<file path="src/rtl/mtm_alu_pkg.sv">
`default_nettype none
// ============================================================================
// mtm_alu_pkg
// Shared MTM ALU types and constants, plus the crc4_68 function.
// Revision: 1.0
// ============================================================================
package mtm_alu_pkg;

  typedef enum logic [2:0] {
    OP_AND = 3'b000,
    OP_OR  = 3'b001,
    OP_ADD = 3'b100,
    OP_SUB = 3'b101
  } op_e;

  localparam int ERR_DATA_BIT = 2;
  localparam int ERR_CRC_BIT  = 1;
  localparam int ERR_OP_BIT   = 0;

  localparam logic [3:0] DATA_PKTS   = 4'd8;
  localparam logic [3:0] PKT_CNT_MAX = 4'd9;

  typedef enum logic [2:0] {
    ST_IDLE   = 3'd0,
    ST_FLAG   = 3'd1,
    ST_BITS   = 3'd2,
    ST_STOP   = 3'd3,
    ST_CHECK  = 3'd4,
    ST_RESYNC = 3'd5
  } rx_state_e;

  // Serial CRC, x^4+x+1, init 0, data taken MSB first.
  function automatic logic [3:0] crc4_68(input logic [67:0] d);
    logic [3:0] c;
    logic       fb;
    c = 4'd0;
    for (int i = 67; i >= 0; i--) begin
      fb = d[i] ^ c[3];
      c  = {c[2], c[1], c[0] ^ fb, fb};
    end
    return c;
  endfunction

  function automatic logic op_is_valid(input logic [2:0] op);
    return op inside {OP_AND, OP_OR, OP_ADD, OP_SUB};
  endfunction

endpackage
`default_nettype wire

</file>
<file path="src/rtl/mtm_alu_rx_byte.sv">
`default_nettype none
// ============================================================================
// mtm_alu_rx_byte
// Packet receiver: start 0, flag, 8 bits MSB first, stop 1.
// Revision: 1.0
// ============================================================================
module mtm_alu_rx_byte
  import mtm_alu_pkg::*;
(
  input  logic       clk,
  input  logic       rst_n,
  input  logic       sin_i,
  output logic [7:0] byte_o,
  output logic       flag_o,
  output logic       byte_valid_o,
  output logic       frame_err_o,
  output logic       idle_o
);

  rx_state_e  state_q;
  logic [2:0] bit_cnt_q;
  logic [7:0] byte_q;
  logic       flag_q;

  always_ff @(posedge clk) begin
    if (!rst_n) begin
      state_q   <= ST_IDLE;
      bit_cnt_q <= 3'd0;
      byte_q    <= 8'd0;
      flag_q    <= 1'b0;
    end else begin
      unique case (state_q)
        ST_IDLE: if (!sin_i) state_q <= ST_FLAG;
        ST_FLAG: begin
          flag_q    <= sin_i;
          bit_cnt_q <= 3'd7;
          state_q   <= ST_BITS;
        end
        ST_BITS: begin
          byte_q    <= {byte_q[6:0], sin_i};
          bit_cnt_q <= bit_cnt_q - 3'd1;
          if (bit_cnt_q == 3'd0) state_q <= ST_STOP;
        end
        ST_STOP: begin
          if (!sin_i)      state_q <= ST_RESYNC;
          else if (flag_q) state_q <= ST_CHECK;
          else             state_q <= ST_IDLE;
        end
        // The line is ignored for one cycle after a ctl packet.
        ST_CHECK:  state_q <= ST_IDLE;
        ST_RESYNC: if (sin_i) state_q <= ST_IDLE;
        default:   state_q <= ST_IDLE;
      endcase
    end
  end

  // Stop-bit strobes are decoded while the stop bit is on the line so the
  // parent can register its result on the same edge that samples it.
  assign byte_o       = byte_q;
  assign flag_o       = flag_q;
  assign byte_valid_o = (state_q == ST_STOP) && sin_i;
  assign frame_err_o  = (state_q == ST_STOP) && !sin_i;
  assign idle_o       = (state_q == ST_IDLE);

endmodule
`default_nettype wire

</file>
<file path="src/rtl/mtm_alu_deserializer.sv">
`default_nettype none
// ============================================================================
// mtm_alu_deserializer
// MTM ALU receive stage: packet counting, CRC/opcode checks, operand output.
// Optional inter-packet timeout: define MTM_DESER_TIMEOUT_EN.
// Revision: 1.0
// ============================================================================
module mtm_alu_deserializer
  import mtm_alu_pkg::*;
#(
  parameter int TIMEOUT_CYCLES = 64
) (
  input  logic        clk,
  input  logic        rst_n,
  input  logic        sin,
  output logic [31:0] A,
  output logic [31:0] B,
  output logic [2:0]  OP,
  output logic [2:0]  err_flags,
  output logic        out_valid
);

  logic [7:0]  rx_byte;
  logic        rx_flag;
  logic        rx_byte_valid;
  logic        rx_frame_err;
  logic        rx_idle;

  logic [63:0] ba_q;
  logic [3:0]  pkt_cnt_q;
  logic [31:0] a_q;
  logic [31:0] b_q;
  logic [2:0]  op_q;
  logic [2:0]  err_q;
  logic        valid_q;

  logic [2:0]  check_flags;
  logic        crc_ok;
  logic        timeout;
  logic        unused_ok;

  mtm_alu_rx_byte u_rx (
    .clk          (clk),
    .rst_n        (rst_n),
    .sin_i        (sin),
    .byte_o       (rx_byte),
    .flag_o       (rx_flag),
    .byte_valid_o (rx_byte_valid),
    .frame_err_o  (rx_frame_err),
    .idle_o       (rx_idle)
  );

  assign crc_ok = (crc4_68({ba_q, 1'b1, rx_byte[6:4]}) == rx_byte[3:0]);

  always_comb begin
    check_flags = 3'b000;
    if (pkt_cnt_q != DATA_PKTS)         check_flags[ERR_DATA_BIT] = 1'b1;
    else if (!crc_ok)                   check_flags[ERR_CRC_BIT]  = 1'b1;
    else if (!op_is_valid(rx_byte[6:4])) check_flags[ERR_OP_BIT]   = 1'b1;
  end

`ifdef MTM_DESER_TIMEOUT_EN
  localparam int GAP_W = $clog2(TIMEOUT_CYCLES + 1);
  logic [GAP_W-1:0] gap_q;

  assign timeout = rx_idle && (pkt_cnt_q != 4'd0) && (gap_q == GAP_W'(TIMEOUT_CYCLES - 1));

  always_ff @(posedge clk) begin
    if (!rst_n || !rx_idle || (pkt_cnt_q == 4'd0) || timeout) gap_q <= '0;
    else                                                      gap_q <= gap_q + 1'b1;
  end
`else
  assign timeout = 1'b0;
`endif

  always_ff @(posedge clk) begin
    if (!rst_n) begin
      ba_q      <= 64'd0;
      pkt_cnt_q <= 4'd0;
      a_q       <= 32'd0;
      b_q       <= 32'd0;
      op_q      <= 3'd0;
      err_q     <= 3'd0;
      valid_q   <= 1'b0;
    end else begin
      valid_q <= 1'b0;
      if (rx_frame_err) begin
        valid_q   <= 1'b1;
        err_q     <= 3'b100;
        pkt_cnt_q <= 4'd0;
      end else if (rx_byte_valid && !rx_flag) begin
        ba_q <= {ba_q[55:0], rx_byte};
        if (pkt_cnt_q != PKT_CNT_MAX) pkt_cnt_q <= pkt_cnt_q + 4'd1;
      end else if (rx_byte_valid && rx_flag) begin
        valid_q   <= 1'b1;
        err_q     <= check_flags;
        pkt_cnt_q <= 4'd0;
        // Operands are only replaced by a clean frame.
        if (check_flags == 3'b000) begin
          b_q  <= ba_q[63:32];
          a_q  <= ba_q[31:0];
          op_q <= rx_byte[6:4];
        end
      end else if (timeout) begin
        valid_q   <= 1'b1;
        err_q     <= 3'b100;
        pkt_cnt_q <= 4'd0;
      end
    end
  end

  assign A         = a_q;
  assign B         = b_q;
  assign OP        = op_q;
  assign err_flags = err_q;
  assign out_valid = valid_q;

  assign unused_ok = &{1'b0, rx_byte[7], rx_idle, (TIMEOUT_CYCLES > 0)};

endmodule
`default_nettype wire

</file>
<file path="config.mk">
export PLATFORM = sky130hd
export DESIGN_NAME = mtm_alu_deserializer
export DESIGN_NICKNAME = d
export VERILOG_FILES = /design/src/rtl/mtm_alu_pkg.sv /design/src/rtl/mtm_alu_rx_byte.sv /design/src/rtl/mtm_alu_deserializer.sv
export SDC_FILE = /design/constraint.sdc
export NUM_CORES = 1
export LEC_CHECK = 0
export ABC_AREA = 0
export ABC_CLOCK_PERIOD_IN_PS = 5400
export BUFFER_PORTS_ARGS = -buffer_cell sky130_fd_sc_hd__buf_2
export CAP_MARGIN = 0
export CELL_PAD_IN_SITES_DETAIL_PLACEMENT = 1
export CELL_PAD_IN_SITES_GLOBAL_PLACEMENT = 2
export CORE_ASPECT_RATIO = 2
export CORE_MARGIN = 1
export CORE_UTILIZATION = 38
export CTS_CLUSTER_DIAMETER = 150
export DETAILED_ROUTE_END_ITERATION = 10
export PLACE_DENSITY_LB_ADDON = 0.1
export SLEW_MARGIN = 10
export SYNTH_ARGS = -nofsm -noshare
export SYNTH_HDL_FRONTEND = slang
export SYNTH_SLANG_ARGS = --single-unit
</file>
<file path="constraint.sdc">
create_clock -name clk -period 5.4 [get_ports clk]
set_clock_uncertainty 0.1 [all_clocks]
set_input_delay 0.54 -clock clk [delete_from_list [all_inputs] [get_ports clk]]
set_output_delay 0.54 -clock clk [all_outputs]
set_load 0.005 [all_outputs]
</file>
## After elaboration in Yosys (flattened, before gate mapping)

Cells that the tools add are included.

- Register bits after elaboration: 154
- Bits of input ports: 3
- Output and inout bits: 71
- Word-level logic and storage cells: 206

- $add $sub $neg: 2
- Equality and inequality tests: 15
- Multiplexer cells: 21
- Bitwise logic cells: 135
- Reduce and logical (&&, ||, !) cells: 21

Operators with widths:

| kind | count |
|---|---|
| 1-bit bitwise XOR | 131 |
| 3-bit 2-to-1 mux | 8 |
| 3-bit case mux with 5 select lines | 1 |
| 3-bit logical NOT | 4 |
| 4-bit 2-to-1 mux | 3 |
| 3-bit equality test (second input constant) | 3 |
| 4-bit inequality test (second input constant) | 2 |
| 2-bit AND reduction | 4 |
| 1-bit 2-to-1 mux | 7 |
| 3-bit by 1-bit equality test with 1-bit output (second input constant) | 2 |
| 3-bit by 2-bit equality test with 1-bit output (second input constant) | 2 |
| 2-bit inequality test (second input constant) | 3 |
| 3-bit case mux with 2 select lines | 1 |
| 2-bit nonzero test | 3 |
| 4-bit by 1-bit adder with 4-bit output (second input constant) | 1 |
| 4-bit equality test | 1 |
| 1-bit logical AND | 4 |
| 2-bit by 1-bit inequality test with 1-bit output (second input constant) | 2 |
| 1-bit NOT | 4 |
| 4-bit AND reduction | 1 |
| 4-bit nonzero test | 1 |
| 3-bit AND reduction | 1 |
| 3-bit by 1-bit subtractor with 3-bit output (second input constant) | 1 |
| 1-bit logical NOT | 2 |
| other kinds (2) | 2 |

## Logic depth before layout (Yosys ltp)

Gate-level depths: netlist of run 1.

- Depth in word-level cells: 51
- Gate-level depth with buffers: 14
- Gate-level depth less buffers: 11

## By module

A second synthesis of run 1 with hierarchy kept.

- Cells, all modules: 822
- Area, all modules: 7661.1 sq um

Modules (own cells, without submodules):

| module | instances | cells an instance | area an instance (sq um) | seq. area each (sq um) |
|---|---|---|---|---|
| mtm_alu_deserializer | 1 | 753 | 6925.4 | 2782.7 |
| mtm_alu_rx_byte | 1 | 69 | 735.7 | 300.3 |

## Worst setup path before layout of run 1

OpenSTA, ideal clock, no wires.

- Path kind: flip-flop to flip-flop
- Start point: register ba_q[61]
- End point: register a_q[10], in the netlist A[10]
- Library setup time: 116 ps
- Arrival: 3595 ps
- Data required time: 5184 ps
- Path slack: 1589 ps
- Cell stages (with the launch flop): 14
- Buffers on the path: 2
- Period minus slack after synthesis: 3811 ps
- Path through: dfxtp_1 -> xnor3_1 -> xnor3_1 -> xnor3_1 -> xnor2_2 -> xnor3_1 -> xor2_1 -> xnor2_1 -> mux2i_2 -> nand4_4 -> buf_8 -> buf_12 -> mux2i_1 -> nor2b_1

- Longest elaborated chain between the ends: 48
- Elaborated cells on any way between the ends: 133
- Those cells by class: eq/ne: 1; mux: 3; bitwise: 127; reduce/logical: 2

Ends and longest elaborated chain:

| element | RTL line | source |
|---|---|---|
| from (decl) | mtm_alu_deserializer.sv:29 | `logic [63:0] ba_q;` |
| from (signal assigned) | mtm_alu_deserializer.sv:92 | `ba_q <= {ba_q[55:0], rx_byte};` |
| 1-bit bitwise XOR | mtm_alu_pkg.sv:39 | `c = {c[2], c[1], c[0] ^ fb, fb};` |
| 1-bit bitwise XOR | mtm_alu_pkg.sv:38 | `fb = d[i] ^ c[3];` |
| 1-bit bitwise XOR | mtm_alu_pkg.sv:39 |  |
| 1-bit bitwise XOR | mtm_alu_pkg.sv:38 |  |
| 1-bit bitwise XOR | mtm_alu_pkg.sv:39 |  |
| 1-bit bitwise XOR | mtm_alu_pkg.sv:38 |  |
| 1-bit bitwise XOR | mtm_alu_pkg.sv:39 |  |
| 1-bit bitwise XOR | mtm_alu_pkg.sv:38 |  |
| [... 32 more ...] | - |  |
| 1-bit bitwise XOR | mtm_alu_pkg.sv:39 |  |
| 1-bit bitwise XOR | mtm_alu_pkg.sv:38 |  |
| 1-bit bitwise XOR | mtm_alu_pkg.sv:39 |  |
| 4-bit equality test (*) | mtm_alu_deserializer.sv:53 | `assign crc_ok = (crc4_68({ba_q, 1'b1, rx_byte[6:4]}) == rx_byte[3:0]);` |
| 1-bit 2-to-1 mux | mtm_alu_deserializer.sv:58 | `else if (!crc_ok) check_flags[ERR_CRC_BIT] = 1'b1;` |
| 2-bit 2-to-1 mux (*) | mtm_alu_deserializer.sv:57 | `if (pkt_cnt_q != DATA_PKTS) check_flags[ERR_DATA_BIT] = 1'b1;` |
| 3-bit logical NOT (*) | mtm_alu_deserializer.sv:99 | `if (check_flags == 3'b000) begin` |
| 4-bit AND reduction (no line) (*) | - |  |
| to (signal assigned) | mtm_alu_deserializer.sv:101 | `a_q <= ba_q[31:0];` |
| to (decl) | mtm_alu_deserializer.sv:31 | `logic [31:0] a_q;` |

Mark *: on every way between the ends. The rest lies on a longest branch, timed or not.
A chain may end at the register's enable or synchronous reset.

## Worst setup path after layout of run 1

- Start point: register ba_q[61]
- End point: register b_q[2], in the netlist B[2]

- Longest elaborated chain between the ends: 48
- Elaborated cells on any way between the ends: 133
- Those cells by class: eq/ne: 1; mux: 3; bitwise: 127; reduce/logical: 2

Ends and longest elaborated chain:

| element | RTL line | source |
|---|---|---|
| 1-bit bitwise XOR | mtm_alu_pkg.sv:39 |  |
| 1-bit bitwise XOR | mtm_alu_pkg.sv:38 |  |
| 1-bit bitwise XOR | mtm_alu_pkg.sv:39 |  |
| 1-bit bitwise XOR | mtm_alu_pkg.sv:38 |  |
| 1-bit bitwise XOR | mtm_alu_pkg.sv:39 |  |
| 1-bit bitwise XOR | mtm_alu_pkg.sv:38 |  |
| 1-bit bitwise XOR | mtm_alu_pkg.sv:39 |  |
| 1-bit bitwise XOR | mtm_alu_pkg.sv:38 |  |
| [... 32 more ...] | - |  |
| 1-bit bitwise XOR | mtm_alu_pkg.sv:39 |  |
| 1-bit bitwise XOR | mtm_alu_pkg.sv:38 |  |
| 1-bit bitwise XOR | mtm_alu_pkg.sv:39 |  |
| 4-bit equality test (*) | mtm_alu_deserializer.sv:53 |  |
| 1-bit 2-to-1 mux | mtm_alu_deserializer.sv:58 |  |
| 2-bit 2-to-1 mux (*) | mtm_alu_deserializer.sv:57 |  |
| 3-bit logical NOT (*) | mtm_alu_deserializer.sv:99 |  |
| 4-bit AND reduction (no line) (*) | - |  |
| to (signal assigned) | mtm_alu_deserializer.sv:100 | `b_q <= ba_q[63:32];` |
| to (decl) | mtm_alu_deserializer.sv:32 | `logic [31:0] b_q;` |

Marks and branches as above.

==> flow_summary.ini, run 1 <==
[sta]
whs_ps = 364
maxSlewHeadroom_pct = 48.3
worst_slew_pin_slew_ps = 776
setup_viol = 0
final_max_slew_viol_count = 0
fin_crit_sh_pct = 80.2
timing.final.hold_violations = 0
post-route-min-period_ps = 4330
fmax_ghz = 0.231
setup-tns-final_ps = 0
grt_setup_unrepaired = false

[clock_network]
clock_sinks = 154
hold_buffers = 0
clock-root-buffer = clkbuf_16
clockBufferDepth = 2
ctsResizeCount = 0
clkTransAtPathRegs_ps = 60
cts_tree = built
numCtsBuffers = 17
cts_max_level = 4
postCtsSetupBuffers = 0
clock_latency_ps = 430

[power]
p_leak_nw = 3.80
max-vdd-ir-drop_uv = 142
power_density_nw_per_um2 = 278

[detailed_routing]
drt-wirelength-per-cell_um = 17.5
ant_nets = 0
drt_first_iter_violations = 101
drt-total-wl_um = 18600
viasPerCell = 4.85
num_vias = 5137
drc = 0
drt_pre_antenna_iters = 4

[floorplanning]
initial_utilization_pct = 38.9
ios = 74
die_w_um = 102
core-area_um2 = 19400
die_h_um = 201
die_area_um2 = 20400
rows = 72

[grt]
grt_overflow = 0
grt_start_max_net_pins = 92
grt_pass1_wl_um = 30300
antenna_found_initial = 0
grt_pass1_vias = 5574
grtUsageTotal_pct = 19.6

[setup_path]
critPathLaunch = ba_q[61]
crit_type = reg2reg
worst_setup_path_start_kind = flip-flop
crit_end = B[2]
r2r-end = B[2]
path_max_fanout = 67
reg2reg_slack_ps = 1070
required_ps = 5610
cp.arrival_ps = 4540
cp-end-kind = flip-flop
reg2reg_depth = 12
r2r_start = ba_q[61]

[place]
port_buffers = 73
place_area_um2 = 8050
place_hpwl_um = 13100
gp_congestion = 0.751

[synthesis]
synth_top_cell_by_area = dfxtp_1
synth_area_per_cell_um2 = 10.2
ys_seq_area_share_pct = 41.0
postSynthNetCount = 743
synth.area.top_cells = dfxtp_1, mux2i_1, xnor3_1
synth-async-reset-ratio_pct = 0
yosys_warnings = 0
synth_cells = 735
synth.distinct_cells = 36
synth_edf_count = 0
synth_seq_cells = 154
ys.flop_type = dfxtp_1
netlist_area_um2 = 7530
synth_top_area_share_pct = 41.0

[cells_and_area]
layout-drive-gt1-share_pct = 15.0
layout_commonest_cell = dfxtp_1
final.fill_count = 2177
n_antenna_cell = 0
layout_common_cells = dfxtp_1, nand2_1, nor2b_1
area_growth_pct = 14.2
fin_area_um2 = 8590
nets = 798

[run]
drv_cap = 0

[worst_hold_path]
hold_path.class = reg2reg
min_from = err_flags[0]

[outcome]
outcome = finished, final reports clean
==> worst max-delay path, cell delays in order (launching register included) <==
cell,delay (ps)
dfxtp_1,440
xnor3_1,470
xor2_1,200
xnor2_2,380
xnor3_1,520
xnor3_2,420
xnor3_1,380
and2_1,150
mux2_4,280
nand4_4,80
buf_12,390
mux2i_1,260
nor2b_1,70
==> kinds of logic (layout without fill, tap and decap cells) <==
family | after synthesis | after routing | synth area share, %
and+or+nand+nor | 249 | 249 | 15.9
xor gates and xnor gates | 116 | 116 | 20.6
adders and majority gates | 5 | 5 | 0.831
muxes | 78 | 78 | 10.5
DFF | 154 | 154 | 41.0
AOI/OAI and AO/OA | 85 | 85 | 7.85
buffers and inverters | 48 | 114 | 3.34
==> worst min-delay path by stage <==
stage	to	slack, ps	cells after the start
finish	err_flags[0]	360	2
global route	err_flags[0]	400	2
CTS	err_flags[0]	370	2
detailed placement	err_flags[0]	360	2
global placement	ba_q[7]	350	2
floorplan	ba_q[7]	340	2
==> sequential cells by signal, summed over array words and instances (netlist names) <==
signal	cells
ba_q	64
A	32
B	32
u_rx.byte_o	8
pkt_cnt_q	4
OP	3
err_flags	3
u_rx.bit_cnt_q	3
u_rx.state_q	3
out_valid	1
u_rx.flag_o	1
==> routing by layer <==
metal | share of wire (%) | routed length [um] | global-route usage [%]
met1 | 39 | 7330 | 21.4
met2 | 57 | 10600 | 37.0
met3 | 1.7 | 322 | 3.10
met4 | 1.9 | 353 | 6.88
met5 | 0 | 0 | 0
==> Yosys cell counts (2+ instances only) <==
library cell and count:
dfxtp_1 154, nand2_1 138, nor2b_1 80, mux2i_1 76, a21boi_0 64, xnor2_1 53, clkbuf_1 33, xnor3_1 27
xor2_1 24, nor2_1 12, o21ai_0 10, a21oi_1 9, inv_1 6, and2_1 5, ha_1 5, xor3_1 5
buf_12 3, buf_4 3, xnor2_2 3, xnor3_2 3, a22oi_1 2, and3_1 2, buf_1 2, nand3_1 2
nand4_1 2, nor3b_1 2
==> layout make-up <==
cell class                      count  area [um2]  share of cell area, %
Clock inverter                     12         104                   1.21
Clock buffer                       18         439                   5.11
Tap cell                          259         324                   3.77
Sequential cell                   154        3080                   35.9
Inverter                            6        22.5                  0.262
Multi-Input combinational cell    533        4200                   48.9
Timing Repair Buffer               78         418                   4.86
==> stage by stage <==
stage / total power, mW / worst slack, ps / utilization (%) / instances
2_1_floorplan: 1.27 / 1590 / - / 735
4_1_cts: 2.42 / 1020 / 44.4 / 1060
5_1_grt: 2.48 / 863 / 44.4 / 1060
6_report: 2.39 / 1070 / 44.4 / 1060
3_5_place_dp: 1.29 / 1020 / 41.6 / 1030
3_3_place_gp: 1.28 / 1110 / 41.6 / 1030
==> report_power, final <==
part	internal (mW)	leakage [nW]	switching [mW]
registers	1.15	1.24	0.0143
clock network	0.638	0.263	0.481
logic	0.0431	2.30	0.0621
No activity file was read; power rests on OpenSTA's default activity.
==> run 2: changes to the inputs <==
--- a/config.mk
+++ b/config.mk
@@ -6,7 +6,7 @@
 export NUM_CORES = 1
 export LEC_CHECK = 0
 export ABC_AREA = 0
-export ABC_CLOCK_PERIOD_IN_PS = 5400
+export ABC_CLOCK_PERIOD_IN_PS = 4500
 export BUFFER_PORTS_ARGS = -buffer_cell sky130_fd_sc_hd__buf_2
 export CAP_MARGIN = 0
 export CELL_PAD_IN_SITES_DETAIL_PLACEMENT = 1
==> constraint.sdc (replaced) <==
create_clock -name clk -period 4.5 [get_ports clk]
set_clock_uncertainty 0.1 [all_clocks]
set_input_delay 0.45 -clock clk [delete_from_list [all_inputs] [get_ports clk]]
set_output_delay 0.45 -clock clk [all_outputs]
set_load 0.005 [all_outputs]
==> run 2 against run 1 <==
Compared with the run above:
- critical endpoint is now A[30]
- via count fell by 0.78%
- largest power group unchanged
- die area unchanged
- global-route usage about the same
==> flow_summary.ini, run 2 (same netlist as run 1, synthesis figures left out) <==
[clock_network]
numCtsBuffers = 17
cts_max_level = 4
clock_sinks = 154
clock-root-buffer = clkbuf_16
postCtsSetupBuffers = 0
clkTransAtPathRegs_ps = 60
cts_tree = built
clock_latency_ps = 430
clockBufferDepth = 2

[sta]
maxSlewHeadroom_pct = 49.3
setup_viol = 0
timing.final.hold_violations = 0
fin_crit_sh_pct = 92.5
worst_slew_pin_slew_ps = 761
grt_setup_unrepaired = false
setup-tns-final_ps = 0
fin_ws_ps = 336
post-route-min-period_ps = 4160
fmax_ghz = 0.240
final_max_slew_viol_count = 0

[cells_and_area]
final.fill_count = 2161
regMostFlops = ba_q
layout-drive-gt1-share_pct = 15.6
fin_cells = 1066
layout_commonest_cell = dfxtp_1
largest_register_ff_count = 64
area_growth_pct = 15.0
nets = 804
finish.utilization_pct = 44.7
layout_common_cells = dfxtp_1, nand2_1, nor2b_1
n_antenna_cell = 0

[place]
place_hpwl_um = 13200
dpl_worst_slack_ps = 166
place_inst = 1036
gp_congestion = 0.729
port_buffers = 73

[floorplanning]
rows = 72
initial_utilization_pct = 38.9
die_w_um = 102
ios = 74
die_area_um2 = 20400
die_h_um = 201
core-area_um2 = 19400

[setup_path]
path_max_fanout = 33
cp-end-kind = flip-flop
r2r-end = A[30]
crit_type = reg2reg
reg2reg_depth = 12
required_ps = 4720
cp.arrival_ps = 4380
r2r_start = ba_q[53]
critPathLaunch = ba_q[53]
crit_end = A[30]
worst_setup_path_start_kind = flip-flop
reg2reg_slack_ps = 340

[grt]
antenna_found_initial = 0
grtUsageTotal_pct = 19.6
grt_pass1_vias = 5579
grt_overflow = 0
grt_pass1_wl_um = 30000
grt_start_max_net_pins = 88

[detailed_routing]
drt-wirelength-per-cell_um = 17.3
num_vias = 5097
viasPerCell = 4.78
drc = 0
drt_first_iter_violations = 105
ant_nets = 0
drt_pre_antenna_iters = 4
drt-total-wl_um = 18500

[power]
p_leak_nw = 3.84
power_density_nw_per_um2 = 332
max-vdd-ir-drop_uv = 209
finalPower_mw = 2.88

[outcome]
outcome = finished, final reports clean

[run]
drv_cap = 0

[worst_hold_path]
min_from = sin
hold_path.class = in2reg
[run 2: cell count changes in the layout (fill, tap and decap cells not counted), sizes merged]
cell / delta
buf: +6
clkinv: -2
clkbuf: +1
clkinvlp: +1
[run 2: worst min path at each step]
stage,to,cells after the start
detailed placement,ba_q[7],2
finish,u_rx.flag_o,3
global placement,ba_q[7],2
CTS,u_rx.byte_o[0],3
global route,u_rx.flag_o,3
floorplan,ba_q[7],2
[run 2: critical path: stages, from the launching register on]
cell and delay (ps):
dfxtp_1 410, xnor3_2 520, xor3_1 330, xor3_1 450
xnor2_2 240, xnor3_1 400, xnor3_1 370, xnor2_1 190
mux2_4 350, nand4_4 100, buf_12 250, mux2i_1 240
nor2b_1 70
[run 2: cell type report]
type / instances / area (um2) / area share [%]
inverters: 6 / 22.5 / 0.260
flip-flops and latches: 154 / 3080 / 35.6
clock buffers: 19 / 443 / 5.12
repair buffers: 84 / 475 / 5.50
well taps: 259 / 324 / 3.75
clock inverters: 11 / 101 / 1.17
multi-input cells: 533 / 4200 / 48.6
[run 2: timing repair]
item	in CTS	in global routing
gates resized for setup	0	1
hold buffers	0	0
setup endpoints to repair	0	17
[run 2: per-layer routing]
layer	up-vias	part of all wire, %	GRT usage, %
met4	0	2.5	7.92
met3	26	1.9	3.48
met5	-	0	0
met1	2479	40	20.7
met2	69	56	37.0
li1	2523	-	-
[run 2: where the power goes]
part	total (mW)	switching, mW	leakage, nW	internal (mW)
logic	0.124	0.0727	2.34	0.0517
registers	1.39	0.0164	1.24	1.38
clock network	1.36	0.591	0.257	0.768
total	2.88	0.680	3.84	2.20
[run 2: through the flow]
stage	hold slack [ps]	cell area, um2
2_1_floorplan	340	7530
3_3_place_gp	358	8110
3_5_place_dp	367	8110
4_1_cts	292	8650
5_1_grt	320	8650
6_report	306	8650
==> run 3: changes to the inputs <==
--- a/config.mk
+++ b/config.mk
@@ -13,11 +13,12 @@
 export CELL_PAD_IN_SITES_GLOBAL_PLACEMENT = 2
 export CORE_ASPECT_RATIO = 2
 export CORE_MARGIN = 1
-export CORE_UTILIZATION = 38
+export CORE_UTILIZATION = 37
 export CTS_CLUSTER_DIAMETER = 150
 export DETAILED_ROUTE_END_ITERATION = 10
-export PLACE_DENSITY_LB_ADDON = 0.1
+export PLACE_DENSITY = 0.88
 export SLEW_MARGIN = 10
 export SYNTH_ARGS = -nofsm -noshare
 export SYNTH_HDL_FRONTEND = slang
+export SYNTH_HIERARCHICAL = 1
 export SYNTH_SLANG_ARGS = --single-unit
==> run 3 against run 2 <==
Compared with the run above:
- global-route usage is 1.6 points higher
- maximum frequency is 0.75% higher
- non-clock buffer count is 7 higher
- final cell count is 6.0% higher
- clock-buffer cell count is 1 higher
- flip-flop and latch count stayed put
- wire length is 18% higher
- sequential power hardly changed
- worst hold slack worse by 1.4 ps
- clock power is 19% higher
- first-iteration DRC count is 78% higher
- power is 9.7% higher
==> flow_summary.ini, run 3 <==
[grt]
grt_pass1_vias = 6429
grt_overflow = 0
grt_start_max_net_pins = 67
grt_pass1_wl_um = 35100
grtUsageTotal_pct = 21.2
antenna_found_initial = 0

[floorplanning]
core-area_um2 = 20400
die_h_um = 205
rows = 74
ios = 74
initial_utilization_pct = 37.6
die_w_um = 104
die_area_um2 = 21300

[power]
power_density_nw_per_um2 = 358
max-vdd-ir-drop_uv = 219
p_leak_nw = 3.22

[sta]
final_max_slew_viol_count = 0
setup-tns-final_ps = 0
worst_slew_pin_slew_ps = 952
fin_crit_sh_pct = 91.8
grt_setup_unrepaired = false
fmax_ghz = 0.242
whs_ps = 304
maxSlewHeadroom_pct = 35.7
setup_viol = 0
post-route-min-period_ps = 4130
timing.final.hold_violations = 0

[clock_network]
clock-root-buffer = clkbuf_16
clock_latency_ps = 430
postCtsSetupBuffers = 0
ctsResizeCount = 0
clock_sinks = 154
clockBufferDepth = 2
hold_buffers = 0
clkTransAtPathRegs_ps = 70
cts_tree = built
cts_max_level = 4
numCtsBuffers = 17

[cells_and_area]
final.fill_count = 2384
layout_commonest_cell = dfxtp_1
regArea_um2 = 3080
layout_common_cells = dfxtp_1, a21oi_1, nand2_1
largest_register_ff_count = 64
regMostFlops = ba_q
nets = 862
fin_cells = 1130
n_antenna_cell = 0
layout-drive-gt1-share_pct = 17.8
multiInputGateArea_um2 = 4190
fin_area_um2 = 8810
area_growth_pct = 15.1
finish.utilization_pct = 43.3

[worst_hold_path]
hold_path.class = in2reg
min_from = sin

[setup_path]
critPathLaunch = ba_q[52]
crit_path_max_incr_delay_ps = 600
r2r_start = ba_q[52]
cp_slowest_cell = mux2i_4
cp_top_family = XOR/XNOR gates
crit_type = reg2reg
cp_cell_sequence = xnor3_1 > xor2_2 > xnor2_2 > xnor3_2 > xnor3_2 > xnor2_2 > mux2i_4 > buf_4 > nand4_1 > a21oi_1
required_ps = 4760
cp-end-kind = flip-flop
cp.arrival_ps = 4390
path_max_fanout = 20
worst_setup_path_start_kind = flip-flop
path_buf_inv = 1

[outcome]
outcome = finished, final reports clean

[place]
place_inst = 1101
place_area_um2 = 8160
gp_congestion = 0.812
port_buffers = 73
place_hpwl_um = 15200

[detailed_routing]
drt-total-wl_um = 21900
viasPerCell = 5.43
drt-wirelength-per-cell_um = 19.3
drc = 0
drt_pre_antenna_iters = 4
num_vias = 6133
drt_first_iter_violations = 187
ant_nets = 0

[run]
drv_cap = 0

[synthesis]
synth_area_per_cell_um2 = 9.33
synth_cells = 821
netlist_area_um2 = 7660
yosys_warnings = 6
postSynthNetCount = 829
run 3: where the power goes:
group          total, mW  switching (mW)  internal (mW)
Combinational      0.130          0.0770         0.0532
Clock               1.62           0.566           1.06
Sequential          1.40          0.0227           1.38
Total               3.15           0.666           2.49
run 3: worst register-to-register path, delay by kind of cell, from the launching register on:
kind / cells / cell delay, ps
XOR/XNOR: 6 / 2140
multiplexers: 1 / 600
flip-flops: 1 / 500
buffers and inverters: 1 / 370
AND/OR/NAND/NOR: 1 / 200
AO/OA/AOI/OAI: 1 / 170
run 3: per-layer routing:
layer  vias to the layer above  GRT usage [%]  routed length, um
li1                       2968              -                  -
met1                      3031           21.7               8200
met2                        90           40.6              12200
met3                        44           3.14                431
met4                         0           12.3               1010
met5                         -              0                  0
run 3: final timing paths:
path	cells past startpoint	end	slack, ps
max	10	B[10]	370
min	3	u_rx/byte_o[0]	300
max reg2reg	10	B[10]	370
min reg2reg	2	ba_q[7]	360
run 3: metrics by stage:
| stage | setup slack [ps] | total power [mW] |
|---|---|---|
| 2_1_floorplan | 1040 | 1.54 |
| 3_3_place_gp | 543 | 1.56 |
| 3_5_place_dp | 421 | 1.56 |
| 4_1_cts | 377 | 3.18 |
| 5_1_grt | 210 | 3.25 |
| 6_report | 367 | 3.15 |
run 3: area by class of cell:
type	count	share of cell area (%)
Multi-Input combinational cell	583	47.6
Tap cell	266	3.78
Timing Repair Buffer	91	5.96
Clock inverter	9	2.21
Clock buffer	20	5.18
Sequential cell	154	35.0
Inverter	7	0.312
